--- config.mk ---
export PLATFORM = sky130hd
export DESIGN_NAME = fp_cmp_share_sched_flat
export DESIGN_NICKNAME = d
export VERILOG_FILES = /design/src/rtl/fp_cmp_share_sched_if.sv /design/src/rtl/fp_cmp_share_sched.sv /design/src/flat_wrapper.sv
export SDC_FILE = /design/constraint.sdc
export NUM_CORES = 1
export LEC_CHECK = 0
export ABC_AREA = 1
export BUFFER_PORTS_ARGS = -buffer_cell sky130_fd_sc_hd__buf_2
export CORE_AREA = 2 2 160 162
export DETAILED_ROUTE_END_ITERATION = 12
export DIE_AREA = 0 0 162 164
export GPL_TIMING_DRIVEN = 1
export PLACE_DENSITY = 0.54
export SETUP_SLACK_MARGIN = 0.05
export SYNTH_ARGS = -nofsm -noshare
export SYNTH_HDL_FRONTEND = slang
export SYNTH_SLANG_ARGS = --single-unit
--- constraint.sdc ---
create_clock -name clk -period 3.7 [get_ports clk]
set_input_delay 0.37 -clock clk [delete_from_list [all_inputs] [get_ports clk]]
set_output_delay 0.37 -clock clk [all_outputs]
set_load 0.01 [all_outputs]
--- src/rtl/fp_cmp_share_sched_if.sv ---
// Requester and subtractor-side signals of the shared FP compare scheduler.
// The slave modport faces the scheduler; the master modport faces requesters and the subtractor.
interface fp_cmp_share_sched_if #(
  parameter int WIDTH = 33,
  parameter int NREQ  = 4
);
  logic [NREQ-1:0]            req_valid;
  logic [NREQ*(WIDTH+1)-1:0]  req_a;
  logic [NREQ*(WIDTH+1)-1:0]  req_b;
  logic [NREQ-1:0]            req_ready;
  logic [WIDTH:0]             sub_x;
  logic [WIDTH:0]             sub_y;
  logic [WIDTH:0]             sub_r;
  logic [NREQ-1:0]            res_valid;
  logic                       res_le;
  logic                       res_err;
  logic                       busy;
  logic [15:0]                cmp_count;

  modport slave (
    input  req_valid, req_a, req_b, sub_r,
    output req_ready, sub_x, sub_y, res_valid, res_le, res_err, busy, cmp_count
  );

  modport master (
    output req_valid, req_a, req_b, sub_r,
    input  req_ready, sub_x, sub_y, res_valid, res_le, res_err, busy, cmp_count
  );
endinterface

--- src/rtl/fp_cmp_share_sched.sv ---
// Round-robin sharing of one pipelined FloPoCo subtractor between NREQ compare requesters.
// Owner tags ride alongside the subtractor latency; R is decoded into a <= result for the owner.
module fp_cmp_share_sched #(
  parameter int WIDTH   = 33,
  parameter int NREQ    = 4,
  parameter int SUB_LAT = 3
) (
  input logic                 clk,
  input logic                 rst,
  fp_cmp_share_sched_if.slave bus
);
  localparam int W  = WIDTH + 1;
  localparam int PW = (NREQ > 1) ? $clog2(NREQ) : 1;

  logic [PW-1:0]   r_ptr;
  logic [NREQ-1:0] w_grant;
  logic [PW-1:0]   w_gid;
  logic            w_acc;

  logic [W-1:0]    r_x_p0;
  logic [W-1:0]    r_y_p0;
  logic [15:0]     r_cnt;

  logic [SUB_LAT:0] r_vld_p;
  logic [PW-1:0]    r_id_p [SUB_LAT+1];

  logic [NREQ-1:0] r_res_valid;
  logic            r_res_le;
  logic            r_res_err;
  logic            w_unused;

  // Returns {le, err} from the exception field and sign of R = A - B.
  function automatic logic [1:0] decode_r(input logic [2:0] exc_sign);
    logic [1:0] d;
    case (exc_sign[2:1])
      2'b00:   d = 2'b10;
      2'b01:   d = {exc_sign[0], 1'b0};
      default: d = 2'b01;
    endcase
    return d;
  endfunction

  always_comb begin
    logic [PW:0] sum;
    w_grant = '0;
    w_gid   = '0;
    w_acc   = 1'b0;
    sum     = '0;
    for (int k = 0; k < NREQ; k++) begin
      sum = {1'b0, r_ptr} + (PW+1)'(k);
      if (sum >= (PW+1)'(NREQ)) sum = sum - (PW+1)'(NREQ);
      if (!w_acc && bus.req_valid[sum[PW-1:0]]) begin
        w_acc = 1'b1;
        w_gid = sum[PW-1:0];
      end
    end
    if (w_acc) w_grant[w_gid] = 1'b1;
  end

  // Stage p0: operand capture, pointer advance and accept count
  always_ff @(posedge clk or posedge rst) begin
    if (rst) begin
      r_ptr  <= '0;
      r_x_p0 <= '0;
      r_y_p0 <= '0;
      r_cnt  <= '0;
    end else if (w_acc) begin
      r_x_p0 <= bus.req_a[w_gid*W +: W];
      r_y_p0 <= bus.req_b[w_gid*W +: W];
      r_ptr  <= (w_gid == PW'(NREQ-1)) ? '0 : w_gid + 1'b1;
      if (r_cnt != 16'hFFFF) r_cnt <= r_cnt + 16'd1;
    end
  end

  always_ff @(posedge clk or posedge rst) begin
    if (rst) r_vld_p <= '0;
    else     r_vld_p <= {r_vld_p[SUB_LAT-1:0], w_acc};
  end

  always_ff @(posedge clk) begin
    r_id_p[0] <= w_gid;
    for (int s = 1; s <= SUB_LAT; s++) r_id_p[s] <= r_id_p[s-1];
  end

  // Stage p(SUB_LAT+1): tag SUB_LAT lines up with R; decode into the owner's strobe
  always_ff @(posedge clk or posedge rst) begin
    if (rst) begin
      r_res_valid <= '0;
      r_res_le    <= 1'b0;
      r_res_err   <= 1'b0;
    end else begin
      r_res_valid <= '0;
      if (r_vld_p[SUB_LAT]) begin
        r_res_valid[r_id_p[SUB_LAT]] <= 1'b1;
        {r_res_le, r_res_err}        <= decode_r(bus.sub_r[WIDTH:WIDTH-2]);
      end
    end
  end

  assign w_unused      = &{1'b0, bus.sub_r[WIDTH-3:0]};
  assign bus.req_ready = w_grant;
  assign bus.sub_x     = r_x_p0;
  assign bus.sub_y     = r_y_p0;
  assign bus.res_valid = r_res_valid;
  assign bus.res_le    = r_res_le;
  assign bus.res_err   = r_res_err;
  assign bus.busy      = |r_vld_p;
  assign bus.cmp_count = r_cnt;
endmodule

--- src/flat_wrapper.sv ---
// flat-port wrapper written by rule: the top's interface ports become plain ports
module fp_cmp_share_sched_flat 
#(
  parameter int WIDTH   = 33,
  parameter int NREQ    = 4,
  parameter int SUB_LAT = 3
)
  (clk, rst, bus_req_valid, bus_req_a, bus_req_b, bus_sub_r, bus_req_ready, bus_sub_x, bus_sub_y, bus_res_valid, bus_res_le, bus_res_err, bus_busy, bus_cmp_count);
  fp_cmp_share_sched_if #(.WIDTH(WIDTH), .NREQ(NREQ)) bus_i ();
  input logic clk;
  input logic rst;
  input wire logic [$bits(bus_i.req_valid)-1:0] bus_req_valid;
  input wire logic [$bits(bus_i.req_a)-1:0] bus_req_a;
  input wire logic [$bits(bus_i.req_b)-1:0] bus_req_b;
  input wire logic [$bits(bus_i.sub_r)-1:0] bus_sub_r;
  output wire logic [$bits(bus_i.req_ready)-1:0] bus_req_ready;
  output wire logic [$bits(bus_i.sub_x)-1:0] bus_sub_x;
  output wire logic [$bits(bus_i.sub_y)-1:0] bus_sub_y;
  output wire logic [$bits(bus_i.res_valid)-1:0] bus_res_valid;
  output wire logic [$bits(bus_i.res_le)-1:0] bus_res_le;
  output wire logic [$bits(bus_i.res_err)-1:0] bus_res_err;
  output wire logic [$bits(bus_i.busy)-1:0] bus_busy;
  output wire logic [$bits(bus_i.cmp_count)-1:0] bus_cmp_count;
  assign bus_i.req_valid = bus_req_valid;
  assign bus_i.req_a = bus_req_a;
  assign bus_i.req_b = bus_req_b;
  assign bus_i.sub_r = bus_sub_r;
  assign bus_req_ready = bus_i.req_ready;
  assign bus_sub_x = bus_i.sub_x;
  assign bus_sub_y = bus_i.sub_y;
  assign bus_res_valid = bus_i.res_valid;
  assign bus_res_le = bus_i.res_le;
  assign bus_res_err = bus_i.res_err;
  assign bus_busy = bus_i.busy;
  assign bus_cmp_count = bus_i.cmp_count;
  fp_cmp_share_sched #(.WIDTH(WIDTH), .NREQ(NREQ), .SUB_LAT(SUB_LAT)) u_core (.clk(clk), .rst(rst), .bus(bus_i));
endmodule
==> flow_summary.yaml <==
routing:
  first_pass_iters: 5
  via_count: 8671
  routedWlPerCell_um: 15.0
  drc_errors: 0
  drt_wl_total_um: 27300
  vias_per_cell: 4.76
  detail-route-antenna-nets: 0
  drt_iter0_drc: 619
cts:
  cts_setup_buffers: 0
  cts.sinks: 104
  postCtsHoldBufs: 0
  numCtsBuffers: 9
  path_clk_slew_ns: 0.08
  cts_root_buffer: "clkbuf_16"
  clock_latency_ns: 0.35
  clock_path_buffers: 2
  cts_resized: 0
  cts_tree: "yes"
  cts.htree.levels: 3
yosys:
  synth_edf_count: 0
  synth_compound_area_share_pct: 0.569
  ys_ff_latch: 104
  synthDistinctLibCells: 30
  ys_seq_area_share_pct: 35.3
  synth-simple-area-share_pct: 53.8
  synth_top_family_by_area: "simple AND/OR/NAND/NOR gates"
  syn-num-nets: 1486
  netlist_instances: 1173
  synth-main-ff-cell: "dfrtp_1"
  postSynth.asyncResetShare_pct: 92.3
  synthMuxAreaShare_pct: 0
  synthesis.area_mm2: 0.00725
  synth_fa_ha_area_share_pct: 0.173
  synth-xor-area-share_pct: 1.69
  yosys_warnings: 0
  syn_avg_cell_area_um2: 6.18
sta:
  hold_slack_ns: 0.229
  maxSlewViolCount: 0
  min_period_ns: 3.37
  setup_tns_ns: 0
  fin_skew_ns: 0.0119
  relSlewSlack_pct: 36.2
  period_share_pct: 91.0
  finalHoldViolCount: 0
  setup_violations: 0
  fin_ws_ns: 0.333
  max_clock_freq_mhz: 297
  worst_slew_pin_slew_ns: 0.956
  rsz0062_at_grt: "no"
global_route:
  grt_max_degree: 142
  grt_pass1_wl_um: 42400
  grt_pass1_vias: 7868
  overflow: 0
  grtUsageTotal_pct: 20.1
  antenna_found_initial: 9
layout:
  final_cell_mix: "745 x nand2_1, 375 x buf_2, 138 x nand4_1"
  layout-drive-gt1-share_pct: 28.1
  multi_input_area_mm2: 0.00411
  final_common_cell: "nand2_1"
  syn2layout_area_growth_pct: 32.0
  regArea_mm2: 0.00256
  design_area_mm2: 0.00957
  fin_nets: 1793
  n_fill_cell: 2774
critical_path:
  r2r_slack_ns: 0.75
  r2r-start: "u_core.r_ptr[0]$_DFFE_PP0P_"
  r2r-end: "u_core.bus.sub_x[21]$_DFFE_PP0P_"
  critical_path_class: "reg -> out"
  critical_path_arrival_ns: 3.00
  cp_max_fo: 39
  start_kind: "flop"
  crit_required_ns: 3.33
  reg2reg_depth: 14
  crit_path_end_kind: "output port"
placed_design:
  placed_cell_area_mm2: 0.00924
  pre_cts_ws_ns: 0.676
  io_buffers: 375
  hpwl_um: 18900
  globalplace.congestion: 0.888
die:
  core-area_mm2: 0.0248
  die-area_mm2: 0.0266
  start_util_pct: 29.2
  fp.dieH_um: 164
  die_w_um: 162
  io_pins: 407
  rows: 58
run:
  maxCapViolations: 0
hold_path:
  min_path_type: "in -> async"
power_and_ir_drop:
  powerDensity_mw_per_mm2: 1160
  leakage_nw: 5.79
  vdd_drop_max_uv: 1030
run_status:
  status: "completed"
-- worst max-delay path: stages (launching register included) --
cell	delay (ns)
dfrtp_1	0.58
inv_2	0.18
nand2_1	0.09
nand2_1	0.10
nand2_1	0.09
nand2_1	0.09
nor2_4	0.13
nand3_4	0.23
nand3_4	0.53
buf_4	0.34
nor2_1	0.07
buf_2	0.17
-- cell families (layout without fill, tap and decap cells) --
logic type / Yosys count / after routing
AND/OR/NAND/NOR: 926 / 926
XOR/XNOR: 14 / 14
buffers and inverters: 120 / 432
AO/OA/AOI/OAI: 8 / 8
other: 0 / 8
flip-flops: 104 / 104
adder cells (fa/ha/maj): 1 / 1
-- where the power goes --
group	internal [W]	switching, W
clock network	0.000541	0.000480
logic	0.00255	0.00547
registers	0.00175	0.000323
total	0.00484	0.00627
-- stage by stage --
stage / power (W) / utilization, % / cells
finish: 0.0111 / 38.6 / 1823
global route: 0.0125 / 38.6 / 1823
CTS: 0.0113 / 38.5 / 1815
detailed placement: 0.0102 / 37.2 / 1799
global placement: 0.0102 / 37.2 / 1799
floorplan: 0.00808 / - / 1173
-- metal layers --
metal	GRT usage [%]	routed length, µm
met5	0	0
met4	6.40	503
met3	3.71	1810
met2	32.5	12700
met1	27.2	12200
-- final cells by class --
type / count / share of cell area (%)
tap: 330 / 4.31
clock inverter: 7 / 0.915
inverter: 29 / 1.16
sequential: 104 / 26.8
multi-input combinational: 949 / 43.0
clock buffer: 9 / 2.35
timing repair buffer: 387 / 21.3
antenna: 8 / 0.209
-- worst max-delay path by stage --
| stage | endpoint | slack (ns) | cells past startpoint | startpoint |
|---|---|---|---|---|
| 6_report | bus_req_ready[3] | 0.33 | 11 | u_core.r_ptr[0]$_DFFE_PP0P_ |
| 5_1_grt | bus_req_ready[3] | 0.08 | 11 | u_core.r_ptr[0]$_DFFE_PP0P_ |
| 4_1_cts | bus_req_ready[3] | 0.28 | 11 | u_core.r_ptr[0]$_DFFE_PP0P_ |
| 3_5_place_dp | bus_req_ready[3] | 0.68 | 11 | u_core.r_ptr[0]$_DFFE_PP0P_ |
| 3_3_place_gp | bus_req_ready[3] | 0.73 | 11 | u_core.r_ptr[0]$_DFFE_PP0P_ |
| 2_1_floorplan | u_core.bus.cmp_count[0]$_DFFE_PP0P_ | 0.82 | 1 | rst |
-- sequential cells by signal, indices dropped and copies added, names as in the netlist --
register and count:
u_core.r_id_p 8, u_core.bus.sub_y 34, u_core.bus.res_err 1, u_core.bus.res_le 1
u_core.bus.res_valid 4, u_core.bus.cmp_count 16, u_core.bus.sub_x 34, u_core.r_ptr 2
u_core.r_vld_p 4
-- synth_stat cells (2+ instances only) --
cell	n	area, µm²
nor2_1	15	56.3
o21ai_0	4	20.0
o21ai_1	2	10.0
xor2_1	12	105
nor4_1	3	18.8
nand3_1	9	45.0
buf_2	50	250
dfrtp_1	96	2400
clkbuf_1	15	56.3
dfxtp_1	8	160
nor3_1	6	30.0
buf_6	4	45.0
nand2_1	746	2800
inv_2	5	18.8
xnor2_1	2	17.5
buf_1	4	15.0
inv_1	24	90.1
nand3_2	2	20.0
buf_4	18	135
nand4_1	138	863
(Power assumes the default switching activity.)
